===== config.mk =====
export PLATFORM = sky130hd
export DESIGN_NAME = regfile_writeback_queue
export DESIGN_NICKNAME = d
export VERILOG_FILES = /design/src/rtl/regfile_writeback_queue.sv
export SDC_FILE = /design/constraint.sdc
export NUM_CORES = 1
export LEC_CHECK = 0
export BUFFER_PORTS_ARGS = -buffer_cell sky130_fd_sc_hd__buf_2
export CELL_PAD_IN_SITES_DETAIL_PLACEMENT = 0
export CELL_PAD_IN_SITES_GLOBAL_PLACEMENT = 2
export CORE_MARGIN = 10
export CORE_UTILIZATION = 38
export DETAILED_ROUTE_END_ITERATION = 8
export GPL_TIMING_DRIVEN = 0
export PLACE_DENSITY = 0.93
export SETUP_SLACK_MARGIN = 0.5
export SLEW_MARGIN = 20
export SYNTH_ARGS = -nofsm -noshare
export SYNTH_HDL_FRONTEND = slang
export SYNTH_SLANG_ARGS = --single-unit

===== constraint.sdc =====
create_clock -name CLK -period 5.68 [get_ports CLK]
set_input_delay 0.284 -clock CLK [delete_from_list [all_inputs] [get_ports CLK]]
set_output_delay 0.284 -clock CLK [all_outputs]
set_load 0.005 [all_outputs]

===== src/rtl/regfile_writeback_queue.sv =====
// ----------------------------------------------------------------------------
// regfile_writeback_queue
//
// Writeback buffer in front of the register file write port. ALU and load
// results are queued in order in a small FIFO (ALU first when both arrive in
// the same cycle). One entry per cycle drains into a registered output stage
// that drives the register file write port. Decode can forward from any
// write that has not yet reached the register file.
//
// Ports:
//   CLK, RST                      clock, synchronous active-high reset
//   Alu_valid/ready/reg/data      ALU result handshake
//   Ld_valid/ready/reg/data       load result handshake
//   Write_enable/reg/data         registered register file write port
//   Read_reg1/2                   decode source registers
//   Fwd_hit1/2, Fwd_data1/2       forwarding result per read port
//   Count, Full, Empty            FIFO occupancy (output stage excluded)
// ----------------------------------------------------------------------------
module regfile_writeback_queue #(
    parameter int ADDR_BITS = 5,
    parameter int DATA_BITS = 32,
    parameter int DEPTH     = 4
) (
    input  logic                       CLK,
    input  logic                       RST,
    input  logic                       Alu_valid,
    output logic                       Alu_ready,
    input  logic [ADDR_BITS-1:0]       Alu_reg,
    input  logic [DATA_BITS-1:0]       Alu_data,
    input  logic                       Ld_valid,
    output logic                       Ld_ready,
    input  logic [ADDR_BITS-1:0]       Ld_reg,
    input  logic [DATA_BITS-1:0]       Ld_data,
    output logic                       Write_enable,
    output logic [ADDR_BITS-1:0]       Write_reg,
    output logic [DATA_BITS-1:0]       Write_data,
    input  logic [ADDR_BITS-1:0]       Read_reg1,
    input  logic [ADDR_BITS-1:0]       Read_reg2,
    output logic                       Fwd_hit1,
    output logic [DATA_BITS-1:0]       Fwd_data1,
    output logic                       Fwd_hit2,
    output logic [DATA_BITS-1:0]       Fwd_data2,
    output logic [$clog2(DEPTH):0]     Count,
    output logic                       Full,
    output logic                       Empty
);

    localparam int PTR_W = $clog2(DEPTH);
    localparam int CNT_W = PTR_W + 1;

    logic [ADDR_BITS-1:0] q_reg  [DEPTH];
    logic [DATA_BITS-1:0] q_data [DEPTH];
    logic [DEPTH-1:0]     q_vld;
    logic [PTR_W-1:0]     rd_ptr;
    logic [PTR_W-1:0]     wr_ptr;
    logic [PTR_W-1:0]     wr_ptr_ld;

    logic [CNT_W-1:0]     free;
    logic                 alu_push;
    logic                 ld_push;
    logic                 pop;

    // Free space comes from registered Count only; a same-cycle pop does not
    // make room, which keeps ready independent of the drain path.
    assign free      = CNT_W'(DEPTH) - Count;
    assign Alu_ready = (free != '0);
    assign alu_push  = Alu_valid & Alu_ready & (Alu_reg != '0);
    assign Ld_ready  = (free >= (CNT_W'(1) + CNT_W'(alu_push)));
    // Register-0 writes complete the handshake but are dropped here.
    assign ld_push   = Ld_valid & Ld_ready & (Ld_reg != '0);
    assign pop       = (Count != '0);

    // The load entry lands behind the ALU entry when both push together.
    assign wr_ptr_ld = wr_ptr + PTR_W'(alu_push);

    assign Full  = (Count == CNT_W'(DEPTH));
    assign Empty = (Count == '0);

    // Control state and the output stage.
    always_ff @(posedge CLK) begin
        if (RST) begin
            rd_ptr       <= '0;
            wr_ptr       <= '0;
            Count        <= '0;
            q_vld        <= '0;
            Write_enable <= 1'b0;
            Write_reg    <= '0;
            Write_data   <= '0;
        end else begin
            if (pop) begin
                Write_enable  <= 1'b1;
                Write_reg     <= q_reg[rd_ptr];
                Write_data    <= q_data[rd_ptr];
                q_vld[rd_ptr] <= 1'b0;
                rd_ptr        <= rd_ptr + PTR_W'(1);
            end else begin
                Write_enable <= 1'b0;
            end
            // A push slot never equals the head slot while popping, since a
            // push needs free space and a pop needs a non-empty queue.
            if (alu_push) begin
                q_vld[wr_ptr] <= 1'b1;
            end
            if (ld_push) begin
                q_vld[wr_ptr_ld] <= 1'b1;
            end
            wr_ptr <= wr_ptr + PTR_W'(alu_push) + PTR_W'(ld_push);
            Count  <= Count + CNT_W'(alu_push) + CNT_W'(ld_push) - CNT_W'(pop);
        end
    end

    // Payload storage; validity is tracked by q_vld so no reset is needed.
    always_ff @(posedge CLK) begin
        if (alu_push) begin
            q_reg[wr_ptr]  <= Alu_reg;
            q_data[wr_ptr] <= Alu_data;
        end
        if (ld_push) begin
            q_reg[wr_ptr_ld]  <= Ld_reg;
            q_data[wr_ptr_ld] <= Ld_data;
        end
    end

    // Forwarding search, walked oldest to youngest so the last match wins:
    // output stage first, then FIFO entries from the head onward.
    function automatic logic [DATA_BITS:0] fwd_lookup(input logic [ADDR_BITS-1:0] ra);
        logic                 hit;
        logic [DATA_BITS-1:0] data;
        logic [PTR_W-1:0]     idx;
        hit  = 1'b0;
        data = '0;
        if (ra != '0) begin
            if (Write_enable && (Write_reg == ra)) begin
                hit  = 1'b1;
                data = Write_data;
            end
            for (int i = 0; i < DEPTH; i++) begin
                idx = rd_ptr + PTR_W'(i);
                if (q_vld[idx] && (q_reg[idx] == ra)) begin
                    hit  = 1'b1;
                    data = q_data[idx];
                end
            end
        end
        return {hit, data};
    endfunction

    always_comb begin
        {Fwd_hit1, Fwd_data1} = fwd_lookup(Read_reg1);
        {Fwd_hit2, Fwd_data2} = fwd_lookup(Read_reg2);
    end

endmodule


### Word-level counts from Yosys, hierarchy flattened

Memory sizes are Yosys's and may differ from the RTL's. A register that Yosys moved wholly into a read port is not among the register bits.
Index checks and enable logic that the tools add are counted.

| operators by class | value |
|---|---|
| $add $sub $neg | 10 |
| magnitude comparators | 10 |
| equal/unequal tests | 11 |
| multiplexer cells | 52 |
| bitwise logic cells | 8 |
| reductions and logical operators | 20 |

Operator list:

| cell | number |
|---|---|
| 32-bit 2-to-1 mux | 12 |
| 5-bit equality test | 10 |
| 1-bit 2-to-1 mux | 24 |
| 4-bit 2-to-1 mux | 5 |
| 5-bit nonzero test | 4 |
| 2-bit by 3-bit < comparator with 1-bit output, second input constant | 6 |
| 1-bit logical AND | 13 |
| 1-bit binary-select mux with 2-bit select | 4 |
| 2-bit 2-to-1 mux | 4 |
| 4-bit bitwise OR | 2 |
| 3-bit by 1-bit adder with 3-bit output | 2 |
| 1-bit demux with 2-bit select | 3 |
| 2-bit by 1-bit greater-or-equal comparator with 1-bit output, second input constant | 3 |
| 3-bit nonzero test | 2 |
| 2-bit by 1-bit adder with 2-bit output | 2 |
| 2-bit adder, second input constant | 2 |
| 1-bit AND | 4 |
| 4-bit AND | 1 |
| 4-bit NOT | 1 |
| 3-bit equality test, second input constant | 1 |
| 3-bit by 2-bit greater-or-equal comparator with 1-bit output | 1 |
| 3-bit logical NOT | 1 |
| 3-bit by 1-bit subtractor with 3-bit output | 1 |
| 3-bit subtractor, first input constant | 1 |
| 2 further kinds | 2 |

| word-level totals | value |
|---|---|
| bits in registers | 49 |
| memory bits (writable) | 148 |
| input bits | 88 |
| output and inout bits | 111 |
| word-level logic and storage cells | 120 |
| memories | 2 |

Memories:

| memory | depth | bits a word | rd ports | clocked after Yosys merged registers in | write ports | RTL line | RTL |
|---|---|---|---|---|---|---|---|
| q_data | 4 | 32 | 4 | 1 | 2 | 52 | `logic [DATA_BITS-1:0] q_data [DEPTH];` |
| q_reg | 4 | 5 | 4 | 1 | 2 | 51 | `logic [ADDR_BITS-1:0] q_reg [DEPTH];` |

### Longest topological paths before layout

Gate-level depths: netlist of the first run.

| logic depth | value |
|---|---|
| depth after elaboration | 13 |
| depth in mapped cells | 19 |
| mapped depth without buffers | 15 |

### Least setup slack after synthesis of the first run

Ideal clock, no wire load.

| timing | value |
|---|---|
| path type | register -> output |
| start | reg rd_ptr[0] |
| end | out Fwd_data2[10] |
| arrival time | 3896 ps |
| data required time | 5396 ps |
| path slack | 1500 ps |
| cell stages (with the launch flop) | 18 |
| buffers on the path | 9 |
| cells stage by stage | dfxtp_1 > buf_6 > buf_6 > buf_6 > buf_4 > buf_4 > buf_2 > inv_1 > ha_1 > buf_2 > buf_2 > mux4_2 > xnor2_1 > nand3_1 > nor3_2 > clkbuf_1 > a31oi_1 > a221o_1 |

| on the way | value |
|---|---|
| cells in the longest elaborated chain, start to end | 8 |
| elaborated cells between the ends (all ways) | 25 |
| classes of those cells | add/sub: 3; eq/ne: 3; mux: 13; reduce/logical: 4; memory: 2 |

Ends and longest elaborated chain:

| element | RTL line | RTL |
|---|---|---|
| from (decl) | 54 | `logic [PTR_W-1:0] rd_ptr;` |
| from (signal assigned) | 95 | `rd_ptr <= rd_ptr + PTR_W'(1);` |
| 2-bit by 1-bit adder with 2-bit output / 1-bit binary-select mux with 2-bit select (equally long branches) | 138, 139 |  |
| memory 4 x 5 bit, or another cell as far along | - |  |
| 5-bit equality test, or another cell as far along | 139 | `if (q_vld[idx] && (q_reg[idx] == ra)) begin` |
| 1-bit logical AND / 32-bit 2-to-1 mux (equally long branches) | 139 |  |
| 32-bit 2-to-1 mux (2 in a row) | 139 |  |
| 32-bit 2-to-1 mux * | 139 |  |
| 32-bit 2-to-1 mux * | 132 | `if (ra != '0) begin` |
| to (decl) | 42 | `output logic [DATA_BITS-1:0] Fwd_data2,` |

Every way passes the cells marked *; elsewhere a longest branch is shown, timed or not. The select of a mux whose other input is x is not followed.

### Worst setup path after layout of the first run

| timing | value |
|---|---|
| start | reg rd_ptr[0] |
| end | out Fwd_data1[28] |

| on the way | value |
|---|---|
| cells in the longest elaborated chain, start to end | 8 |
| elaborated cells between the ends (all ways) | 25 |
| classes of those cells | add/sub: 3; eq/ne: 3; mux: 13; reduce/logical: 4; memory: 2 |

Ends and longest elaborated chain:

| element | RTL line | RTL |
|---|---|---|
| 2-bit by 1-bit adder with 2-bit output / 1-bit binary-select mux with 2-bit select (equally long branches) | 138, 139 |  |
| memory 4 x 5 bit, or another cell as far along | - |  |
| 5-bit equality test, or another cell as far along | 139 |  |
| 1-bit logical AND / 32-bit 2-to-1 mux (equally long branches) | 139 |  |
| 32-bit 2-to-1 mux (2 in a row) | 139 |  |
| 32-bit 2-to-1 mux * | 139 |  |
| 32-bit 2-to-1 mux * | 132 |  |
| to (decl) | 40 | `output logic [DATA_BITS-1:0] Fwd_data1,` |

Marks and branches as above.

==> results.yml, run 1 <==
yosys:
  synth_most_common_cell: "nand2_1"
  synth_edf_count: 148
  yosys-top-cells-count: "nand2_1, mux2_2, edfxtp_1, clkbuf_1, mux4_2"
  yosysTopAreaCell: "edfxtp_1"
  async_flop_share_pct: 0
  syn_area_per_cell_sq_um: 10.44
  yosysTopAreaCellShare_pct: 29.45
  postSynthCellCount: 1446
  ys_types: 51
  ys_top_cells_by_area: "edfxtp_1, mux2_2, mux4_2, dfxtp_1, nand2_1"
  yosysSeqAreaShare_pct: 36.21
  syn_area_sq_mm: 0.01509
  synthesis.nets: 1548
  yosysWarnings: 0
  synth_seq_cells: 199
  synth_flop_cell: "edfxtp_1"
clocking:
  cts_tree: "yes"
  numCtsBuffers: 17
  cts_hold_buf: 0
  insertion_delay_ns: 0.48
  root_buffer: "clkbuf_16"
  h-tree-depth: 4
  ctsLongestPathBuffers: 2
  cts_sinks: 199
  clk_pin_slew_worst_paths_ns: 0.09
layout:
  design_area_sq_mm: 0.01750
  largest_reg_flops: 128
  drive_gt1_share_pct: 35.13
  fillers: 3699
  fin_nets: 1760
  postLayoutCoreUtil_pct: 44.97
  area_growth_pct: 15.97
power:
  power_density_mw_per_mm2: 591.2
  p_comb_share_pct: 61.2
  power_frac_clock_pct: 11.9
  irDropWorstVdd_uv: 392.3
  leakagePower_nw: 6.412
  switching_share_pct: 48.49
  seq_power_share_pct: 27.0
  p_int_w: 0.005330
  power_switching_w: 0.005017
sta:
  setup_ws_ns: 0.6077
  post-route-period-util_pct: 89.30
  worstMarginPinSlew_ns: 1.126
  finalClockSkew_ns: 0.01602
  period_minus_slack_ns: 5.072
  fmax_mhz: 197.1
  whs_ns: 0.1474
  max_slew_margin_pct: 24.95
  rsz0062_at_grt: "false"
  setup_viol: 0
  setup_tns_ns: 0
  finalHoldViolations: 0
  maxSlewViolCount: 0
setup_path:
  critPathTopFamily: "buffers and inverters"
  crit_buf_inv: 11
  worstPathRequired_ns: 5.40
  crit_top_cell: "buf_8"
  crit_chain: "buf_6, buf_8, buf_8, buf_8, buf_12, buf_12, inv_1, ha_1, buf_4, mux4_2, xnor2_1, o2111ai_1, buf_2, clkbuf_2, nor2_1, a311oi_1, a221o_1, buf_2"
  cp.arrival_ns: 4.79
  r2r-start: "Count[1]"
  critical-path-max-stage-delay_ns: 0.56
  r2r-end: "q_data[0][26]"
  startpoint_type: "flip-flop"
  rrSetupSlack_ns: 0.80
  cp_max_fo: 10
  cpMaxStageDelayCell: "mux4_2"
  reg2reg_depth: 13
  path_class: "reg -> out"
  crit_path_end_kind: "output port"
placed_design:
  port_buffers: 187
  dp_slack_ns: -0.05532
  dpl_cell_area_sq_mm: 0.01671
  post-dp-hpwl_um: 43960
  gp_congestion: 0.9509
floorplanning:
  start_util_pct: 38.78
  rows: 72
  io_pins: 199
  core_area_sq_mm: 0.03892
  die_h_um: 219.3
  die-area_sq_mm: 0.04809
  die_x_um: 219.3
global_routing:
  grt_max_degree: 39
  grt_antenna_before_repair: 2
  grt_pass1_vias: 13524
  grt_first_pass_wirelength_um: 88180
  grt_usage_pct: 24.54
  grt_remaining_overflow: 0
detailed_routing:
  routedWlPerCell_um: 27.61
  viasPerCell: 6.229
  drt_iter0_drc: 1613
  drc: 0
  antenna_left: 0
  vias: 13647
  routed_wl_um: 60500
  first_pass_iters: 6
min_path:
  min_path_cells: 2
  min_to: "q_data[1][8]"
  worst_hold_startpoint: "Ld_data[8]"
  hold_class: "in -> reg"
run:
  maxCapViolations: 0
outcome:
  outcome: "finished, final reports clean"
per-layer routing:
layer / share of wire [%] / vias up / GRT usage (%)
met2: 47 / 821 / 39.04
met3: 9.6 / 101 / 5.488
met5: 0 / - / 0
met1: 41 / 6790 / 32.33
met4: 2.7 / 0 / 8.320
li1: - / 5935 / -
power by group through the flow:
stage                     clock, W  sequential, W  combinational [W]
after floorplan                  0        0.00261            0.00405
after global placement           0        0.00277            0.00598
after detailed placement         0        0.00279            0.00608
after CTS                  0.00122        0.00276            0.00617
after global routing       0.00127        0.00284            0.00675
final                      0.00123        0.00279            0.00633
logic make-up (layout without fill, tap and decap cells):
logic type | Yosys count | in the layout | share of synthesized area (%)
compound gates | 282 | 282 | 13.25
xor+xnor | 58 | 58 | 3.366
fa+ha+maj | 14 | 14 | 1.260
buf+inv | 162 | 387 | 4.651
flops | 199 | 199 | 36.21
mux | 305 | 305 | 28.86
other cells | 0 | 2 | 0
simple gates | 426 | 426 | 12.40
through the flow:
step                      std cells  total power [W]
final                          2191          0.01035
after global routing           2191          0.01086
after CTS                      2186          0.01015
after detailed placement       2151         0.008867
after global placement         2151         0.008752
after floorplan                1446         0.006659
placed cells by master, fill, tap and decap left out, types with 35 or more instances in the layout:
cell type / instances
nand3_1: 41
dfxtp_1: 50
buf_2: 213
mux2i_1: 38
mux2_2: 181
clkbuf_1: 66
a221o_1: 62
o21ai_0: 35
mux4_2: 86
edfxtp_1: 148
a21oi_1: 80
nor2_1: 70
nand2_1: 239
cell type report:
type,instances,area (sq um),area share [%]
sequential,199,5466,31.23
clock inverter,14,110.1,0.6291
tap,518,648.1,3.703
buffer,145,739.5,4.225
clock buffer,18,450.4,2.574
timing repair buffer,193,984.7,5.626
inverter,17,63.81,0.3646
multi-input combinational,1085,9034,51.62
antenna,2,5.005,0.02860
timing repair:
action | in CTS | in global routing
setup endpoints to repair | 66 | 64
resized for setup | 33 | 41
buffers inserted | 3 | 2
pin swaps | 2 | 3
endpoints found under the hold margin | 0 | 0
how the worst max path moves through the flow:
stage          cells after the start       endpoint      start  slack [ns]
6_report                          18  Fwd_data1[28]  rd_ptr[0]        0.61
2_1_floorplan                     17  Fwd_data2[10]  rd_ptr[0]        1.50
5_1_grt                           19  Fwd_data1[31]  rd_ptr[0]        0.47
3_5_place_dp                      18       Fwd_hit2  rd_ptr[0]       -0.06
4_1_cts                           19   Fwd_data2[1]  rd_ptr[0]        0.52
3_3_place_gp                      19  Fwd_data2[16]  rd_ptr[0]       -0.01
Note: power is estimated with default switching activity, not from simulation.
==> run 2, diff against run 1 <==
--- a/config.mk
+++ b/config.mk
@@ -12,2 +12,3 @@
 export CORE_UTILIZATION = 38
+export CTS_CLUSTER_DIAMETER = 40
 export DETAILED_ROUTE_END_ITERATION = 8
==> constraint.sdc (replaced) <==
create_clock -name CLK -period 5.68 [get_ports CLK]
set_input_delay 0.568 -clock CLK [delete_from_list [all_inputs] [get_ports CLK]]
set_output_delay 0.568 -clock CLK [all_outputs]
set_load 0.005 [all_outputs]
==> run 2 against run 1 <==
- clock-buffer cell count did not move
- via count grew 0.12%
- global-route usage up 0.070 points
- non-clock buffer count is 5 higher
- cell count grew 0.32%
- die area unchanged
- critical path depth down 2
- routed wire length barely moved
- largest cell class unchanged
- clock power about the same
- worst hold slack gained 0.29 ns
==> results.yml, run 2 (same netlist as run 1, synthesis figures left out) <==
outcome:
  outcome: "finished, final reports clean"
setup_path:
  worstPathRequired_ns: 5.11
  cp.arrival_ns: 4.49
  cp_max_fo: 10
  path_class: "reg -> out"
  startpoint_type: "flip-flop"
  crit_path_end_kind: "output port"
detailed_routing:
  routedWlPerCell_um: 27.54
  antenna_left: 0
  routed_wl_um: 60540
  first_pass_iters: 5
  drt_iter0_drc: 1697
  vias: 13663
  viasPerCell: 6.216
  drc: 0
global_routing:
  use_met3_pct: 5.488
  grt_max_degree: 39
  gr-max-usage-layer: "met2"
  grt_first_pass_wirelength_um: 88380
  grt_use_met2_pct: 38.85
  met1_usage_pct: 32.43
  grt_remaining_overflow: 0
  grt_usage_pct: 24.61
  grt_pass1_vias: 13536
  grt_antenna_before_repair: 3
sta:
  worstMarginPinSlew_ns: 1.138
  post-route-period-util_pct: 88.97
  whs_ns: 0.4352
  finalHoldViolations: 0
  setup_tns_ns: 0
  fmax_mhz: 197.9
  setup_viol: 0
  finalClockSkew_ns: 0.01535
  maxSlewViolCount: 0
  max_slew_margin_pct: 24.14
  rsz0062_at_grt: "false"
  period_minus_slack_ns: 5.054
power:
  seq_power_share_pct: 26.7
  switching_share_pct: 48.25
  power_frac_clock_pct: 11.8
  power_switching_w: 0.005032
  leakagePower_nw: 6.481
  irDropWorstVdd_uv: 393.1
  p_int_w: 0.005397
  p_comb_share_pct: 61.5
  power_density_mw_per_mm2: 590.7
clocking:
  h-tree-depth: 4
  cts_sinks: 199
  clk_pin_slew_worst_paths_ns: 0.09
  cts_tree: "yes"
  insertion_delay_ns: 0.47
  ctsLongestPathBuffers: 2
  cts_hold_buf: 0
  numCtsBuffers: 17
  root_buffer: "clkbuf_16"
floorplanning:
  core_area_sq_mm: 0.03892
  die_h_um: 219.3
  die-area_sq_mm: 0.04809
  start_util_pct: 38.78
  rows: 72
  io_pins: 199
  die_x_um: 219.3
layout:
  drive_gt1_share_pct: 35.56
  fillers: 3691
  final_cell_mix: "nand2_1, buf_2, mux2_2"
  fin_nets: 1765
  area_growth_pct: 16.98
  final_common_cell: "nand2_1"
  largest_reg_flops: 128
placed_design:
  gp_congestion: 0.9509
  port_buffers: 187
  post-dp-hpwl_um: 43960
min_path:
  hold_class: "in -> reg"
run:
  maxCapViolations: 0
run 2: layout make-up:
type,count,area [sq um],area share (%)
multi-input combinational,1085,9044,51.23
antenna,4,10.01,0.05670
tap,518,648.1,3.671
clock buffer,18,450.4,2.551
inverter,17,63.81,0.3614
buffer,145,819.5,4.642
sequential,199,5466,30.96
timing repair buffer,198,1042,5.904
clock inverter,14,110.1,0.6237
run 2: timing repair:
action,CTS,global route
setup buffers,6,4
endpoints found under the setup margin,66,64
endpoints found under the hold margin,0,0
resized for setup,62,38
pin swaps,3,5
run 2: metrics by stage:
step                      util [%]  area [sq um]  total power, W  setup WS (ns)  instances
after detailed placement     42.94         16710        0.008867        -0.3393       2151
after floorplan                  -         15090        0.006659          1.216       1446
after CTS                    45.02         17520         0.01022         0.5005       2189
final                        45.36         17650         0.01043         0.6265       2198
after global placement       42.85         16680        0.008752        -0.2935       2151
after global routing         45.36         17650         0.01095         0.5078       2197
run 2: power by group through the flow:
stage / registers (W) / logic (W) / clock network (W)
4_1_cts: 0.00277 / 0.00623 / 0.00122
5_1_grt: 0.00284 / 0.00684 / 0.00127
6_report: 0.00279 / 0.00641 / 0.00123
3_3_place_gp: 0.00277 / 0.00598 / 0
3_5_place_dp: 0.00279 / 0.00608 / 0
2_1_floorplan: 0.00261 / 0.00405 / 0
run 2: worst paths after layout:
path                  startpoint             end  slack (ns)  cells after the start
hold / removal        Ld_data[8]    q_data[1][8]        0.44                      2
setup / recovery       rd_ptr[0]   Fwd_data2[20]        0.63                     16
hold reg to reg   Write_data[31]  Write_data[31]        0.50                      2
setup reg to reg        Count[1]     q_reg[0][1]        0.79                     13
run 2: worst max-delay path, stage by stage, from the launching register on:
cell and delay (ns):
dfxtp_2 0.36, buf_6 0.14, buf_12 0.15, buf_12 0.15
buf_12 0.15, buf_12 0.17, buf_12 0.13, inv_1 0.06
ha_1 0.29, buf_6 0.16, buf_8 0.16, clkbuf_1 0.50
clkbuf_1 0.69, a21oi_1 0.19, and3_1 0.24, a221o_1 0.31
buf_2 0.15
run 2: layer usage:
metal  up-vias  wire length (um)
met5         -                 0
met4         0              1794
met3       118              6000
met2       849             28080
met1      6745             24670
li1       5951                 -
==> run 3, diff against run 2 <==
- CORE_MARGIN: 10 -> unset
- RECOVER_POWER: unset -> 100
==> run 3 against run 2 <==
- non-clock buffer count is 2 higher
- die area fell by 16%
- routed wire length decreased by 1.5%
- clock power is 9.8% higher
- register-to-register slack worse by 0.30 ns
- setup slack got worse by 0.30 ns
- sequential power is essentially flat
- final area decreased by 0.44%
- clock skew fell by 0.0035 ns
- utilization decreased by 0.20 points
==> results.yml, run 3 (same netlist as run 1, synthesis figures left out) <==
outcome:
  outcome: "finished, final reports clean"
clocking:
  cts_hold_buf: 0
  numCtsBuffers: 17
  cts_sinks: 199
  cts_tree: "yes"
  ctsLongestPathBuffers: 2
  clk_pin_slew_worst_paths_ns: 0.08
  root_buffer: "clkbuf_16"
  h-tree-depth: 4
  insertion_delay_ns: 0.47
layout:
  area_growth_pct: 16.47
  largest_reg_flops: 128
  final_common_cell: "nand2_1"
  design_area_sq_mm: 0.01758
  final_cells: 2197
  drive_gt1_share_pct: 32.36
  fin_nets: 1767
  final_cell_mix: "nand2_1, mux2_2, buf_2"
  postLayoutCoreUtil_pct: 45.16
floorplanning:
  die_h_um: 201.3
  die-area_sq_mm: 0.04052
  core_area_sq_mm: 0.03892
  start_util_pct: 38.78
  io_pins: 199
  rows: 72
  die_x_um: 201.3
sta:
  setup_tns_ns: 0
  worstMarginPinSlew_ns: 1.450
  max_slew_margin_pct: 3.358
  fmax_mhz: 186.7
  rsz0062_at_grt: "false"
  maxSlewViolCount: 0
  post-route-period-util_pct: 94.32
  finalClockSkew_ns: 0.01186
  finalHoldViolations: 0
  setup_viol: 0
  setup_ws_ns: 0.3225
  period_minus_slack_ns: 5.357
min_path:
  min_path_cells: 2
  hold_class: "in -> reg"
  min_to: "q_data[1][11]"
  worst_hold_startpoint: "Ld_data[11]"
setup_path:
  crit_path_end_kind: "output port"
  r2r-end: "q_data[0][7]"
  cp.arrival_ns: 4.79
  startpoint_type: "flip-flop"
  reg2reg_depth: 12
  worstPathRequired_ns: 5.11
  crit_path_start: "rd_ptr[1]"
  path_class: "reg -> out"
  cp_max_fo: 10
  r2r-start: "Count[1]"
  rrSetupSlack_ns: 0.49
detailed_routing:
  antenna_left: 0
  drc: 0
  vias: 13816
  routedWlPerCell_um: 27.15
  first_pass_iters: 6
  viasPerCell: 6.289
  routed_wl_um: 59640
  drt_iter0_drc: 1794
global_routing:
  grt_remaining_overflow: 0
  grt_usage_pct: 29.20
  grt_antenna_before_repair: 1
  grt_max_degree: 39
  grt_pass1_vias: 13637
  grt_first_pass_wirelength_um: 87760
power:
  power_density_mw_per_mm2: 597.9
  leakagePower_nw: 6.281
  irDropWorstVdd_uv: 383.7
placed_design:
  dpl.cell_count: 2151
  dpl_cell_area_sq_mm: 0.01671
  gp_congestion: 0.9283
  dp_slack_ns: -0.3441
  post-dp-hpwl_um: 42330
  port_buffers: 187
run:
  maxCapViolations: 0
[run 3: cell types whose count changed in the layout (fill, tap and decap cells not counted), moves of 4 or more]
cell       change
buf_2         -41
buf_1          -9
bufinv_16      +4
clkbuf_1      +63
clkbuf_2       -6
buf_4          +5
[run 3: worst max-delay path by stage]
stage,slack [ns],endpoint,cells after the start
4_1_cts,0.49,Fwd_data1[20],18
6_report,0.32,Fwd_data2[24],16
3_3_place_gp,-0.28,Fwd_data2[17],19
5_1_grt,0.26,q_data[0][18],12
3_5_place_dp,-0.34,Fwd_data2[16],19
2_1_floorplan,1.22,Fwd_data2[10],17
[run 3: power by group]
| group | total (W) | internal [W] | switching [W] |
|---|---|---|---|
| clock | 0.00135 | 0.000754 | 0.000600 |
| sequential | 0.00281 | 0.00229 | 0.000526 |
| combinational | 0.00634 | 0.00246 | 0.00388 |
[run 3: timing repair]
item,in CTS,in global routing
cloned,0,0
pin swaps,4,3
resized for setup,54,55
endpoints found under the setup margin,66,104
buffers inserted,6,7
endpoints found under the hold margin,0,0
[run 3: metal layers]
layer  vias up  share of wire, %  global-route usage [%]
li1       5938                 -                       -
met1      6857                42                   39.69
met2       888                45                   45.34
met3       133               9.5                   6.058
met4         0               3.2                   11.77
met5         -                 0                       0
[run 3: through the flow]
step	hold WS [ns]	total power [W]
6_report	0.4316	0.01051
3_5_place_dp	0.4960	0.008850
5_1_grt	0.4354	0.01098
3_3_place_gp	0.4825	0.008720
2_1_floorplan	0.4829	0.006659
4_1_cts	0.4317	0.01035
[run 3: cell type report]
type                       instances  area (sq um)
fill                            3746         21340
multi-input combinational       1085          8992
sequential                       199          5466
timing repair buffer             200         983.4
buffer                           145         793.3
tap                              518         648.1
clock buffer                      21         450.4
clock inverter                    11         172.7
inverter                          17         67.56
antenna                            1         2.502
[run 3: worst max-delay path: stages, from the launching register on]
cell	delay, ns
dfxtp_1	0.54
buf_4	0.31
clkbuf_4	0.33
inv_1	0.12
ha_1	0.30
buf_6	0.15
buf_8	0.15
mux4_2	0.52
xnor2_1	0.16
nand3_1	0.13
nor3_1	0.21
clkbuf_1	0.39
buf_6	0.17
buf_6	0.16
a21oi_1	0.08
a221o_1	0.41
buf_2	0.16
